File: config.mk
export PLATFORM = sky130hd
export DESIGN_NAME = pipe_stage_buf
export DESIGN_NICKNAME = d
export VERILOG_FILES = /design/src/rtl/pipe_stage_buf.sv
export SDC_FILE = /design/constraint.sdc
export NUM_CORES = 1
export LEC_CHECK = 0
export ABC_CLOCK_PERIOD_IN_PS = 2400
export CAP_MARGIN = 20
export CORE_MARGIN = 1
export CORE_UTILIZATION = 30
export DETAILED_ROUTE_END_ITERATION = 10
export PLACE_DENSITY = 0.55
export SLEW_MARGIN = 0
export SYNTH_ARGS = -nofsm -noshare
export SYNTH_HDL_FRONTEND = slang
export SYNTH_SLANG_ARGS = --single-unit
File: constraint.sdc
create_clock -name clk -period 2.4 [get_ports clk]
set_input_delay 0.36 -clock clk [delete_from_list [all_inputs] [get_ports clk]]
set_output_delay 0.36 -clock clk [all_outputs]
set_load 0.02 [all_outputs]
File: src/rtl/pipe_stage_buf.sv
// pipe_stage_buf: one CPU pipeline stage register with a valid/ready handshake.
// A two-entry skid (main + skid) keeps READY_OUT a pure register output.
// FLUSH discards everything held, including the entry offered on the same edge.
// Control bits are zeroed whenever the main entry becomes invalid, so a bubble
// never carries RegWrite/Jump/Branch downstream.
// Optional macro PIPE_STALL_CNT_EN adds a saturating stall counter (STALL_CNT_OUT).
// All state changes on the falling edge of clk; rst_n is synchronous, active low.
module pipe_stage_buf #(
    parameter int DATA_W      = 32,
    parameter int CTRL_W      = 8,
    parameter int STALL_CNT_W = 16
) (
    input  logic              clk,
    input  logic              rst_n,
    input  logic              FLUSH,
    input  logic              VALID_IN,
    output logic              READY_OUT,
    input  logic [DATA_W-1:0] DATA_IN,
    input  logic [CTRL_W-1:0] CTRL_IN,
    output logic              VALID_OUT,
    input  logic              READY_IN,
    output logic [DATA_W-1:0] DATA_OUT,
    output logic [CTRL_W-1:0] CTRL_OUT,
`ifdef PIPE_STALL_CNT_EN
    output logic [1:0]             OCC_OUT,
    output logic [STALL_CNT_W-1:0] STALL_CNT_OUT
`else
    output logic [1:0]             OCC_OUT
`endif
);

    // State encoding doubles as the occupancy count.
    typedef enum logic [1:0] {
        ST_EMPTY = 2'd0,
        ST_ONE   = 2'd1,
        ST_FULL  = 2'd2
    } state_t;

    state_t              r_state;
    state_t              w_state_next;

    logic                r_m_valid;
    logic [DATA_W-1:0]   r_m_data;
    logic [CTRL_W-1:0]   r_m_ctrl;
    logic                r_s_valid;
    logic [DATA_W-1:0]   r_s_data;
    logic [CTRL_W-1:0]   r_s_ctrl;

    logic                w_m_valid_next;
    logic [DATA_W-1:0]   w_m_data_next;
    logic [CTRL_W-1:0]   w_m_ctrl_next;
    logic                w_s_valid_next;
    logic [DATA_W-1:0]   w_s_data_next;
    logic [CTRL_W-1:0]   w_s_ctrl_next;

    logic                w_accept;
    logic                w_drain;

    // READY_OUT comes straight from the skid-valid flop, so READY_IN never
    // reaches it combinationally.
    assign READY_OUT = ~r_s_valid;
    assign VALID_OUT = r_m_valid;
    assign DATA_OUT  = r_m_data;
    assign CTRL_OUT  = r_m_ctrl;
    assign OCC_OUT   = r_state;

    assign w_accept  = VALID_IN & READY_OUT;
    assign w_drain   = r_m_valid & READY_IN;

    // Next-state and next-entry logic; FLUSH overrides normal handshaking.
    always_comb begin
        w_state_next   = r_state;
        w_m_valid_next = r_m_valid;
        w_m_data_next  = r_m_data;
        w_m_ctrl_next  = r_m_ctrl;
        w_s_valid_next = r_s_valid;
        w_s_data_next  = r_s_data;
        w_s_ctrl_next  = r_s_ctrl;

        if (FLUSH) begin
            // Data registers keep their contents; only valid/control are killed.
            w_state_next   = ST_EMPTY;
            w_m_valid_next = 1'b0;
            w_m_ctrl_next  = '0;
            w_s_valid_next = 1'b0;
            w_s_ctrl_next  = '0;
        end else begin
            case (r_state)
                ST_EMPTY: begin
                    if (w_accept) begin
                        w_m_valid_next = 1'b1;
                        w_m_data_next  = DATA_IN;
                        w_m_ctrl_next  = CTRL_IN;
                        w_state_next   = ST_ONE;
                    end
                end
                ST_ONE: begin
                    if (w_accept && w_drain) begin
                        w_m_data_next  = DATA_IN;
                        w_m_ctrl_next  = CTRL_IN;
                    end else if (w_accept) begin
                        w_s_valid_next = 1'b1;
                        w_s_data_next  = DATA_IN;
                        w_s_ctrl_next  = CTRL_IN;
                        w_state_next   = ST_FULL;
                    end else if (w_drain) begin
                        w_m_valid_next = 1'b0;
                        w_m_ctrl_next  = '0;
                        w_state_next   = ST_EMPTY;
                    end
                end
                ST_FULL: begin
                    // READY_OUT is low here, so VALID_IN cannot be accepted.
                    if (w_drain) begin
                        w_m_data_next  = r_s_data;
                        w_m_ctrl_next  = r_s_ctrl;
                        w_s_valid_next = 1'b0;
                        w_s_ctrl_next  = '0;
                        w_state_next   = ST_ONE;
                    end
                end
                default: begin
                    w_state_next   = ST_EMPTY;
                    w_m_valid_next = 1'b0;
                    w_m_ctrl_next  = '0;
                    w_s_valid_next = 1'b0;
                    w_s_ctrl_next  = '0;
                end
            endcase
        end
    end

    // State and entry registers; reset clears every field so nothing survives.
    always_ff @(negedge clk) begin
        if (!rst_n) begin
            r_state   <= ST_EMPTY;
            r_m_valid <= 1'b0;
            r_m_data  <= '0;
            r_m_ctrl  <= '0;
            r_s_valid <= 1'b0;
            r_s_data  <= '0;
            r_s_ctrl  <= '0;
        end else begin
            r_state   <= w_state_next;
            r_m_valid <= w_m_valid_next;
            r_m_data  <= w_m_data_next;
            r_m_ctrl  <= w_m_ctrl_next;
            r_s_valid <= w_s_valid_next;
            r_s_data  <= w_s_data_next;
            r_s_ctrl  <= w_s_ctrl_next;
        end
    end

`ifdef PIPE_STALL_CNT_EN
    logic [STALL_CNT_W-1:0] r_stall_cnt;

    assign STALL_CNT_OUT = r_stall_cnt;

    // Count edges where a valid output is held back downstream; saturates.
    always_ff @(negedge clk) begin
        if (!rst_n) begin
            r_stall_cnt <= '0;
        end else if (r_m_valid && !READY_IN && !FLUSH && !(&r_stall_cnt)) begin
            r_stall_cnt <= r_stall_cnt + 1'b1;
        end
    end
`endif

endmodule
# After elaboration in Yosys (flattened, before gate mapping)
# Cells that the tools add are included.
# totals
ff_bits	84
latch_bits	0
mem_bits_rw	0
rom_bits	0
in_bits	45
out_inout_bits	44
elab_cells	62
memories	0
# classes
add_sub_neg	0
n_mul	0
div	0
n_lt_le_gt_ge	0
n_eq_ne	12
shift	0
mux	25
bitwise_logic	8
n_reduce_logical	10
# op_table
operator	n
32-bit two-way mux	3
32-bit case mux with 3 select lines	1
8-bit two-way mux	6
8-bit case mux with 3 select lines	2
4-bit AND reduction	4
2-bit inequality test, second input constant	7
2-bit two-way mux	5
5-bit AND reduction	2
3-bit inequality test, second input constant	3
1-bit NOT	6
1-bit case mux with 3 select lines	2
2-bit case mux with 3 select lines	1
1-bit two-way mux	5
3-bit nonzero test	1
1-bit AND	2
2-bit by 1-bit == test with 1-bit output, second input constant	1
2-bit == test, second input constant	1
2-bit logical NOT	1
2-bit OR reduction	1
1-bit logical AND	1

# Longest topological paths before layout
# Gate-level depths: netlist (run 1).
# logic_depth
ltp_word	5
ltp_mapped	7
ltp_nobuf	4

==> results of run 1 <==
## flip-flops by register name, summed over array words and instances (netlist names)
register and cells:
r_s_ctrl 8, DATA_OUT 32, CTRL_OUT 8, VALID_OUT 1, OCC_OUT 2, r_s_data 32
r_s_valid 1
## how the worst max path moves through the flow
stage / endpoint / slack [ps] / cells after the start
after detailed placement: DATA_OUT[17] / -890 / 6
after floorplan: DATA_OUT[31] / -320 / 5
final: DATA_OUT[17] / -100 / 7
after CTS: DATA_OUT[17] / -100 / 7
after global routing: DATA_OUT[20] / -120 / 7
after global placement: DATA_OUT[24] / -850 / 6
## kinds of logic (layout without fill, tap and decap cells)
group / count (synthesis) / count (layout) / synth area share [%]
buffers and inverters: 37 / 269 / 4.81
DFF: 84 / 84 / 45.9
muxes: 40 / 40 / 11.0
AOI/OAI and AO/OA: 101 / 101 / 22.8
and+or+nand+nor: 133 / 133 / 15.5
## report_power, final
| group | switching [W] | internal (W) |
|---|---|---|
| Clock | 0.000970 | 0.000906 |
| Combinational | 0.000292 | 0.000367 |
| Sequential | 0.0000445 | 0.00148 |
## timing repair
item,CTS,global route
cloned,4,0
buffers inserted,10,8
pin swaps,8,7
hold buffers,0,0
endpoints found under the hold margin,0,0
endpoints found under the setup margin,126,122
resized for setup,339,12
## final cells by class
cell class	instances	area share, %
Clock buffer	9	3.68
Clock inverter	91	6.20
Inverter	3	0.225
Multi-Input combinational cell	274	31.8
Sequential cell	84	28.4
Tap cell	147	3.01
Timing Repair Buffer	166	26.7
## metal layers
layer / track usage [%] / wire length, um
met1: 20.3 / 4990
met3: 7.78 / 706
met2: 29.9 / 5570
met4: 8.53 / 89
met5: 0 / 0
## per-stage QoR
step	TNS [ps]	instance area (um^2)	worst slack, ps	util, %	hold WS [ps]
final	-3210	6120	-99.1	51.1	446
after floorplan	-10330	3740	-315	-	434
after global placement	-65710	5080	-849	42.5	439
after global routing	-4970	6120	-116	51.1	466
after CTS	-4080	6070	-103	50.8	448
after detailed placement	-67780	5080	-885	42.5	444
## worst max-delay path, stage by stage
cell and delay (ps):
buf_6 70, or4b_4 450, o221a_4 150, nor2_4 150, buf_6 140, buf_12 110, o221a_1 180
## cell usage after synthesis, types with 2 or more instances
cell type  instances
a21boi_0          32
a21oi_1           13
and3_1             2
buf_1              3
buf_2              9
buf_4              3
buf_6              2
clkbuf_1          16
dfxtp_1           84
inv_1              3
mux2i_1           39
nand2_1          111
nand2b_1           3
nand3_1            2
nand4b_1           4
nor2_1             4
o21a_1             2
o21ai_0           11
o221a_1           21
o221a_2           10
o32ai_1            8
==> qor.txt, run 1 <==
Net count, final -> 667
vias per std cell -> 4.92
worst skew pair latency -> 400 ps
core area -> 0.0120 mm^2
Die H -> 113 um
largest net degree at the start of global routing -> 26
CP required -> 1530 ps
post-synthesis cell area -> 0.00366 mm^2
clock skew -> 17.3 ps
CTS sink cnt -> 84
antenna violations before repair -> 0
pwr dens -> 663 mW/mm^2
endpoints failing hold -> 0
I/O pin cnt -> 89
Pleak -> 2.94 nW
measured slew at the worst slew-check pin -> 424 ps
R2R Path End -> DATA_OUT[17]
routability cong. -> 0.816
# setup viols final -> 61
max_cap viols -> 0
register area -> 0.00174 mm^2
worst relative slew slack -> 71.7%
Worst Hold Path EP -> r_s_data[17]
Crit Path Class -> in -> reg
Main synth FF type -> dfxtp_1
status -> finished with violations
maximum VDD drop -> 0.362 mV
via count -> 3810
Clock Tree Buf Depth -> 2
Routed WL per cell -> 14.7 um
Post-synth EDFFs -> 0
Area contributors post-synth -> dfxtp_1, nand2_1, mux2i_1
Worst Setup Start Kind -> input pin
Mapped Cells -> 395
vias in the first global route -> 3877
FP Rows -> 40
Seq cells post-synth -> 84
Power Total -> 0.00406 W
Crit. Startpoint -> VALID_IN
IO Port Bufs -> 88
CTS Root Cell -> clkbuf_16
area leader, netlist -> dfxtp_1
DRC -> 0
Slew Limit Fails -> 0
R2R Path Start -> OCC_OUT[1]
cts bufs inserted -> 9
reg2reg setup slack -> 410 ps
Seq/Total Area, Yosys -> 45.9%
Avg Cell Area, Syn -> 9.28 um^2
most common cell after layout, fill and taps aside -> nand2_1
violated checks -> setup timing
CP Max Fanout -> 6
final worst slack -> -99.1 ps
Antenna Violating Nets Remaining -> 0
CTS tree -> done
HPWL after DPL -> 6920 um
Global Route Usage Sum -> 18.2%
cell depth of the worst flop-to-flop path -> 7
ratio of cells with drive above 1 in the final layout -> 34.0%
Yosys Warn Count -> 0
hold path depth -> 2
post-synthesis async set-or-reset flop share -> 0%
commonest non-fill, non-tap cells in the layout -> nand2_1, inv_1, buf_4
HP Class -> reg -> reg
first-pass GRT wire length -> 18000 um
Area Growth Syn to Fin -> 66.9%
WL final -> 11400 um
DR pass1 iterations -> 4
RSZ-0062 raised after global routing -> true
Clock Pin Slew Worst Setup and Hold Paths -> 30 ps
Die W -> 113 um
starting density of the core -> 30.6%
Die ar. -> 0.0127 mm^2
non-filler cells, final -> 774
Detailed Route Iter0 Violations -> 210
antenna cells -> 0
syn_nets -> 440
Arr. time, crit path -> 1630 ps
H-Tree Depth -> 3
area occupied by multi-input gates -> 0.00195 mm^2
crit path capture type -> flop
Placed Instances -> 655
Cell variety after synth -> 34
post-synth top area share -> 45.9%
hold_sp -> r_s_data[17]
# fillers -> 1134
total gr overflow -> 0
Note: power is estimated with default switching activity, not from simulation.
==> inputs of run 2 (changes only) <==
--- a/config.mk
+++ b/config.mk
@@ -8,9 +8,9 @@
 export ABC_CLOCK_PERIOD_IN_PS = 2400
 export CAP_MARGIN = 20
 export CORE_MARGIN = 1
-export CORE_UTILIZATION = 30
+export CORE_UTILIZATION = 49
 export DETAILED_ROUTE_END_ITERATION = 10
-export PLACE_DENSITY = 0.55
+export PLACE_DENSITY = 0.81
 export SLEW_MARGIN = 0
 export SYNTH_ARGS = -nofsm -noshare
 export SYNTH_HDL_FRONTEND = slang
==> run 2 against run 1 <==
The flow still finishes with violations (setup timing). Sequential power is essentially flat. First-iteration DRC count grew 100%. Routed wire length grew 20%. Worst hold slack gained 4.8 ps. Setup slack lost 63 ps. Cell count shrank 7.1%. Power shrank 2.1%. Via count grew 9.1%. Sequential cell count is the same. Register-to-register slack gained 40 ps. Sequential share of layout area grew 0.13 points. Clock power shrank 8%. Critical path type unchanged. Largest cell class unchanged. Highest routed layer unchanged.
==> qor.txt, run 2 (same netlist as run 1, synthesis figures left out) <==
status -> finished with violations
violated checks -> setup timing
total gr overflow -> 0
Routed WL per cell -> 19.0 um
HP Class -> reg -> reg
Clock Tree Buf Depth -> 2
core area -> 0.00725 mm^2
starting density of the core -> 50.5%
Die H -> 88.5 um
crit path capture type -> flop
met2 WL -> 6890 um
Clock Pin Slew Worst Setup and Hold Paths -> 40 ps
antenna cells -> 0
ratio of cells with drive above 1 in the final layout -> 34.4%
Global Route Usage Sum -> 35.2%
Antenna Violating Nets Remaining -> 0
first-pass GRT wire length -> 20600 um
clock skew -> 46.4 ps
cts bufs inserted -> 9
Die W -> 88.5 um
antenna violations before repair -> 0
Area Growth Syn to Fin -> 66.2%
Crit Path Class -> in -> reg
vias in the first global route -> 4324
RSZ-0062 raised after global routing -> true
CP Max Fanout -> 7
commonest non-fill, non-tap cells in the layout -> nand2_1, inv_1, buf_6
worst slack at placement -> -864 ps
CTS Root Cell -> clkbuf_8
worst hold slack -> 451 ps
routability cong. -> 0.809
endpoints failing hold -> 0
Metal-1 WL -> 5040 um
worst skew pair latency -> 450 ps
# setup viols final -> 79
Slew Limit Fails -> 0
I/O pin cnt -> 89
register area -> 0.00174 mm^2
FP Rows -> 31
WP buf/inv -> 4
largest net degree at the start of global routing -> 49
IO Port Bufs -> 88
final worst slack -> -162 ps
kind of cell adding the most delay to the critical path -> simple AND/OR/NAND/NOR gates
DR pass1 iterations -> 5
max_cap viols -> 0
crit-path cells -> buf_6 -> or4b_4 -> o221a_4 -> nor2_4 -> buf_12 -> buf_12 -> buf_12 -> o221a_2
area occupied by multi-input gates -> 0.00201 mm^2
CP required -> 1540 ps
post-layout util -> 84.0%
Pleak -> 2.90 nW
met3 wire length -> 1130 um
Die ar. -> 0.00783 mm^2
Max Used Layer -> met4
DRC -> 0
Worst Setup Start Kind -> input pin
Detailed Route Iter0 Violations -> 422
WL final -> 13600 um
Arr. time, crit path -> 1700 ps
# fillers -> 376
H-Tree Depth -> 3
worst relative slew slack -> 75.6%
HPWL after DPL -> 6580 um
most common cell after layout, fill and taps aside -> nand2_1
most frequent CP cell -> buf_12
CTS sink cnt -> 84
via count -> 4157
CP max stage delay -> 450 ps
measured slew at the worst slew-check pin -> 356 ps
maximum VDD drop -> 0.366 mV
slowest CP cell -> or4b_4
vias per std cell -> 5.78
Net count, final -> 661
CTS tree -> done
pwr dens -> 652 mW/mm^2
==> run 2: cell count changes in the layout (fill, tap and decap cells not counted), moves of 3 or more <==
cell | before | now
buf_4 | 61 | 49
a21boi_2 | 0 | 3
buf_6 | 57 | 54
buf_12 | 4 | 12
clkbuf_8 | 0 | 9
clkbuf_16 | 9 | 0
o32ai_4 | 0 | 4
==> run 2: cell type report <==
| class | count | area share, % |
|---|---|---|
| inverters | 3 | 0.205 |
| flip-flops and latches | 84 | 28.5 |
| well taps | 99 | 2.03 |
| clock inverters | 90 | 6.31 |
| clock buffers | 9 | 2.03 |
| multi-input cells | 274 | 33.0 |
| repair buffers | 160 | 27.9 |
==> run 2: timing repair <==
item                       CTS  global route
buffers inserted            17             3
gates resized for setup    347            13
hold buffers                 0             0
cloned                       4             0
setup endpoints to repair  126            94
pin swaps                   15             8
==> run 2: report_power, final <==
part	switching [W]	total (W)	internal, W
clock network	0.00105	0.00173	0.000674
logic	0.000327	0.000721	0.000395
registers	0.0000497	0.00152	0.00147
total	0.00143	0.00397	0.00254
==> run 2: per-stage QoR <==
step                total power [W]  std cells  cell area (um^2)  TNS, ps
finish                      0.00397        719              6090    -4780
global route                0.00417        719              6090    -6330
CTS                         0.00389        717              6030    -4730
detailed placement          0.00230        601              5040   -66390
global placement            0.00229        601              5040   -63920
floorplan                   0.00200        395              3740   -10330
==> run 2: path summary, 6_finish.rpt <==
| path | start | to | slack [ps] | cells after the start |
|---|---|---|---|---|
| worst min register to register | r_s_data[23] | r_s_data[23] | 450 | 2 |
| worst min-delay path | r_s_data[23] | r_s_data[23] | 450 | 2 |
| worst max-delay path | VALID_IN | DATA_OUT[10] | -160 | 8 |
| worst max register to register | OCC_OUT[1] | DATA_OUT[10] | 450 | 8 |
==> run 2: worst reg2reg max path, stage by stage, from the launching register on <==
cell and delay (ps):
dfxtp_2 330, buf_4 220, or4b_4 520, o221a_4 150
nor2_4 140, buf_12 140, buf_12 100, buf_12 100
o221a_2 180
==> run 2: metal layers <==
metal | up-vias | track usage, %
met5 | - | 0
met4 | 0 | 20.2
met3 | 65 | 10.9
met2 | 272 | 61.8
met1 | 1969 | 37.3
li1 | 1851 | -
==> inputs of run 3 (changes only) <==
--- a/config.mk
+++ b/config.mk
@@ -6,11 +6,11 @@
 export NUM_CORES = 1
 export LEC_CHECK = 0
 export ABC_CLOCK_PERIOD_IN_PS = 2400
-export CAP_MARGIN = 20
+export CAP_MARGIN = 25
 export CORE_MARGIN = 1
-export CORE_UTILIZATION = 49
+export CORE_UTILIZATION = 45
 export DETAILED_ROUTE_END_ITERATION = 10
-export PLACE_DENSITY = 0.81
+export PLACE_DENSITY = 0.76
 export SLEW_MARGIN = 0
 export SYNTH_ARGS = -nofsm -noshare
 export SYNTH_HDL_FRONTEND = slang
==> run 3 against run 2 <==
Worst hold slack worse by 1.4 ps. Sequential cell count unchanged. Highest routed layer unchanged. The run still ends with setup timing left. Core utilization is 5.1 points lower. Combinational power increased by 0.8%.
==> qor.txt, run 3 (same netlist as run 1, synthesis figures left out) <==
status -> finished with violations
violated checks -> setup timing
worst skew pair latency -> 430 ps
HP Class -> reg -> reg
clock skew -> 46.4 ps
register share of total power -> 37.6%
total gr overflow -> 0
CP Max Fanout -> 6
CTS sink cnt -> 84
cts bufs inserted -> 9
Net Sw Frac -> 34.3%
Clock Tree Buf Depth -> 2
I/O pin cnt -> 89
CP required -> 1550 ps
CTS Root Cell -> clkbuf_8
FP Rows -> 32
first-pass GRT wire length -> 19700 um
Die H -> 92.2 um
CP max stage delay -> 450 ps
crit path capture type -> flop
Crit Path Class -> in -> reg
reg2reg setup slack -> 260 ps
Clk pwr share -> 44.5%
Net count, final -> 668
Slew Limit Fails -> 0
vias per std cell -> 5.63
endpoints failing hold -> 0
P_int -> 0.00266 W
RSZ-0062 raised after global routing -> true
slowest CP cell -> or4b_4
pwr dens -> 657 mW/mm^2
WL final -> 13200 um
# setup viols final -> 73
most common cell after layout, fill and taps aside -> nand2_1
maximum VDD drop -> 0.418 mV
DR pass1 iterations -> 5
H-Tree Depth -> 3
Clock Pin Slew Worst Setup and Hold Paths -> 70 ps
Routed WL per cell -> 18.0 um
commonest non-fill, non-tap cells in the layout -> nand2_1, inv_1, buf_4
antenna violations before repair -> 0
measured slew at the worst slew-check pin -> 480 ps
Logic pwr share -> 18.0%
most frequent CP cell -> buf_6
vias in the first global route -> 4292
# fillers -> 472
Arr. time, crit path -> 1740 ps
sw power -> 0.00139 W
final worst slack -> -192 ps
Die ar. -> 0.00851 mm^2
starting density of the core -> 46.9%
worst relative slew slack -> 68.0%
Global Route Usage Sum -> 29.6%
IO Port Bufs -> 88
Pleak -> 2.96 nW
post-layout util -> 78.8%
cts hold-fix bufs -> 0
ratio of cells with drive above 1 in the final layout -> 34.2%
Die W -> 92.2 um
antenna cells -> 0
Worst Setup Start Kind -> input pin
largest net degree at the start of global routing -> 56
routability cong. -> 0.791
max_cap viols -> 0
DRC -> 0
worst slack at placement -> -868 ps
HPWL after DPL -> 6370 um
Antenna Violating Nets Remaining -> 0
CTS tree -> done
Area Growth Syn to Fin -> 67.9%
core area -> 0.00781 mm^2
crit-path cells -> buf_6 -> or4b_4 -> o221a_4 -> nor2_4 -> buf_6 -> buf_6 -> buf_16 -> o221a_1
Detailed Route Iter0 Violations -> 312
via count -> 4112
==> run 3: cell types whose count changed in the layout (fill, tap and decap cells not counted), sizes merged <==
cell,change
bufinv,+1
clkbuf,+1
buf,+6
inv,-2
clkinv,+2
==> run 3: repair_timing <==
item / 4_1_cts / 5_1_grt
setup endpoints to repair: 126 / 99
cloned: 4 / 1
resized for setup: 342 / 13
pin swaps: 5 / 13
setup buffers: 16 / 8
==> run 3: critical path: cells and delay by family <==
family	cells	cell delay (ps)
and+or+nand+nor	2	570
AOI/OAI and AO/OA	2	370
buffers and inverters	4	430
==> run 3: path summary, 6_finish.rpt <==
kind / cells after the start / start / to
max: 8 / VALID_IN / DATA_OUT[22]
min: 2 / r_s_data[21] / r_s_data[21]
max reg2reg: 8 / OCC_OUT[1] / DATA_OUT[22]
min reg2reg: 2 / r_s_data[21] / r_s_data[21]
==> run 3: cell type report <==
cell class / instances / area [um^2] / area share, %
clock inverters: 91 / 414 / 6.73
inverters: 3 / 11.3 / 0.183
well taps: 102 / 128 / 2.07
repair buffers: 167 / 1750 / 28.5
flip-flops and latches: 84 / 1740 / 28.2
multi-input cells: 274 / 1990 / 32.3
clock buffers: 9 / 124 / 2.01
==> run 3: through the flow <==
stage / total power (W) / hold WS, ps / area, um^2 / setup TNS [ps] / instances
floorplan: 0.00200 / 434 / 3740 / -10330 / 395
global placement: 0.00229 / 439 / 5010 / -64470 / 603
detailed placement: 0.00230 / 445 / 5010 / -66610 / 603
CTS: 0.00394 / 449 / 6030 / -5120 / 722
global route: 0.00425 / 458 / 6150 / -6990 / 730
finish: 0.00405 / 449 / 6150 / -4890 / 730
==> run 3: power by group through the flow <==
| stage | Sequential [W] | Combinational, W | Clock, W |
|---|---|---|---|
| floorplan | 0.00157 | 0.000210 | 0.000215 |
| global placement | 0.00152 | 0.000558 | 0.000215 |
| detailed placement | 0.00152 | 0.000569 | 0.000215 |
| CTS | 0.00152 | 0.000681 | 0.00174 |
| global route | 0.00152 | 0.000760 | 0.00197 |
| finish | 0.00152 | 0.000727 | 0.00180 |
==> run 3: routing by layer <==
layer | global-route usage (%) | share of wire (%) | up-vias
li1 | - | - | 1863
met1 | 30.0 | 37 | 1987
met2 | 53.8 | 53 | 217
met3 | 8.71 | 7.3 | 45
met4 | 16.8 | 2.8 | 0
met5 | 0 | 0 | -
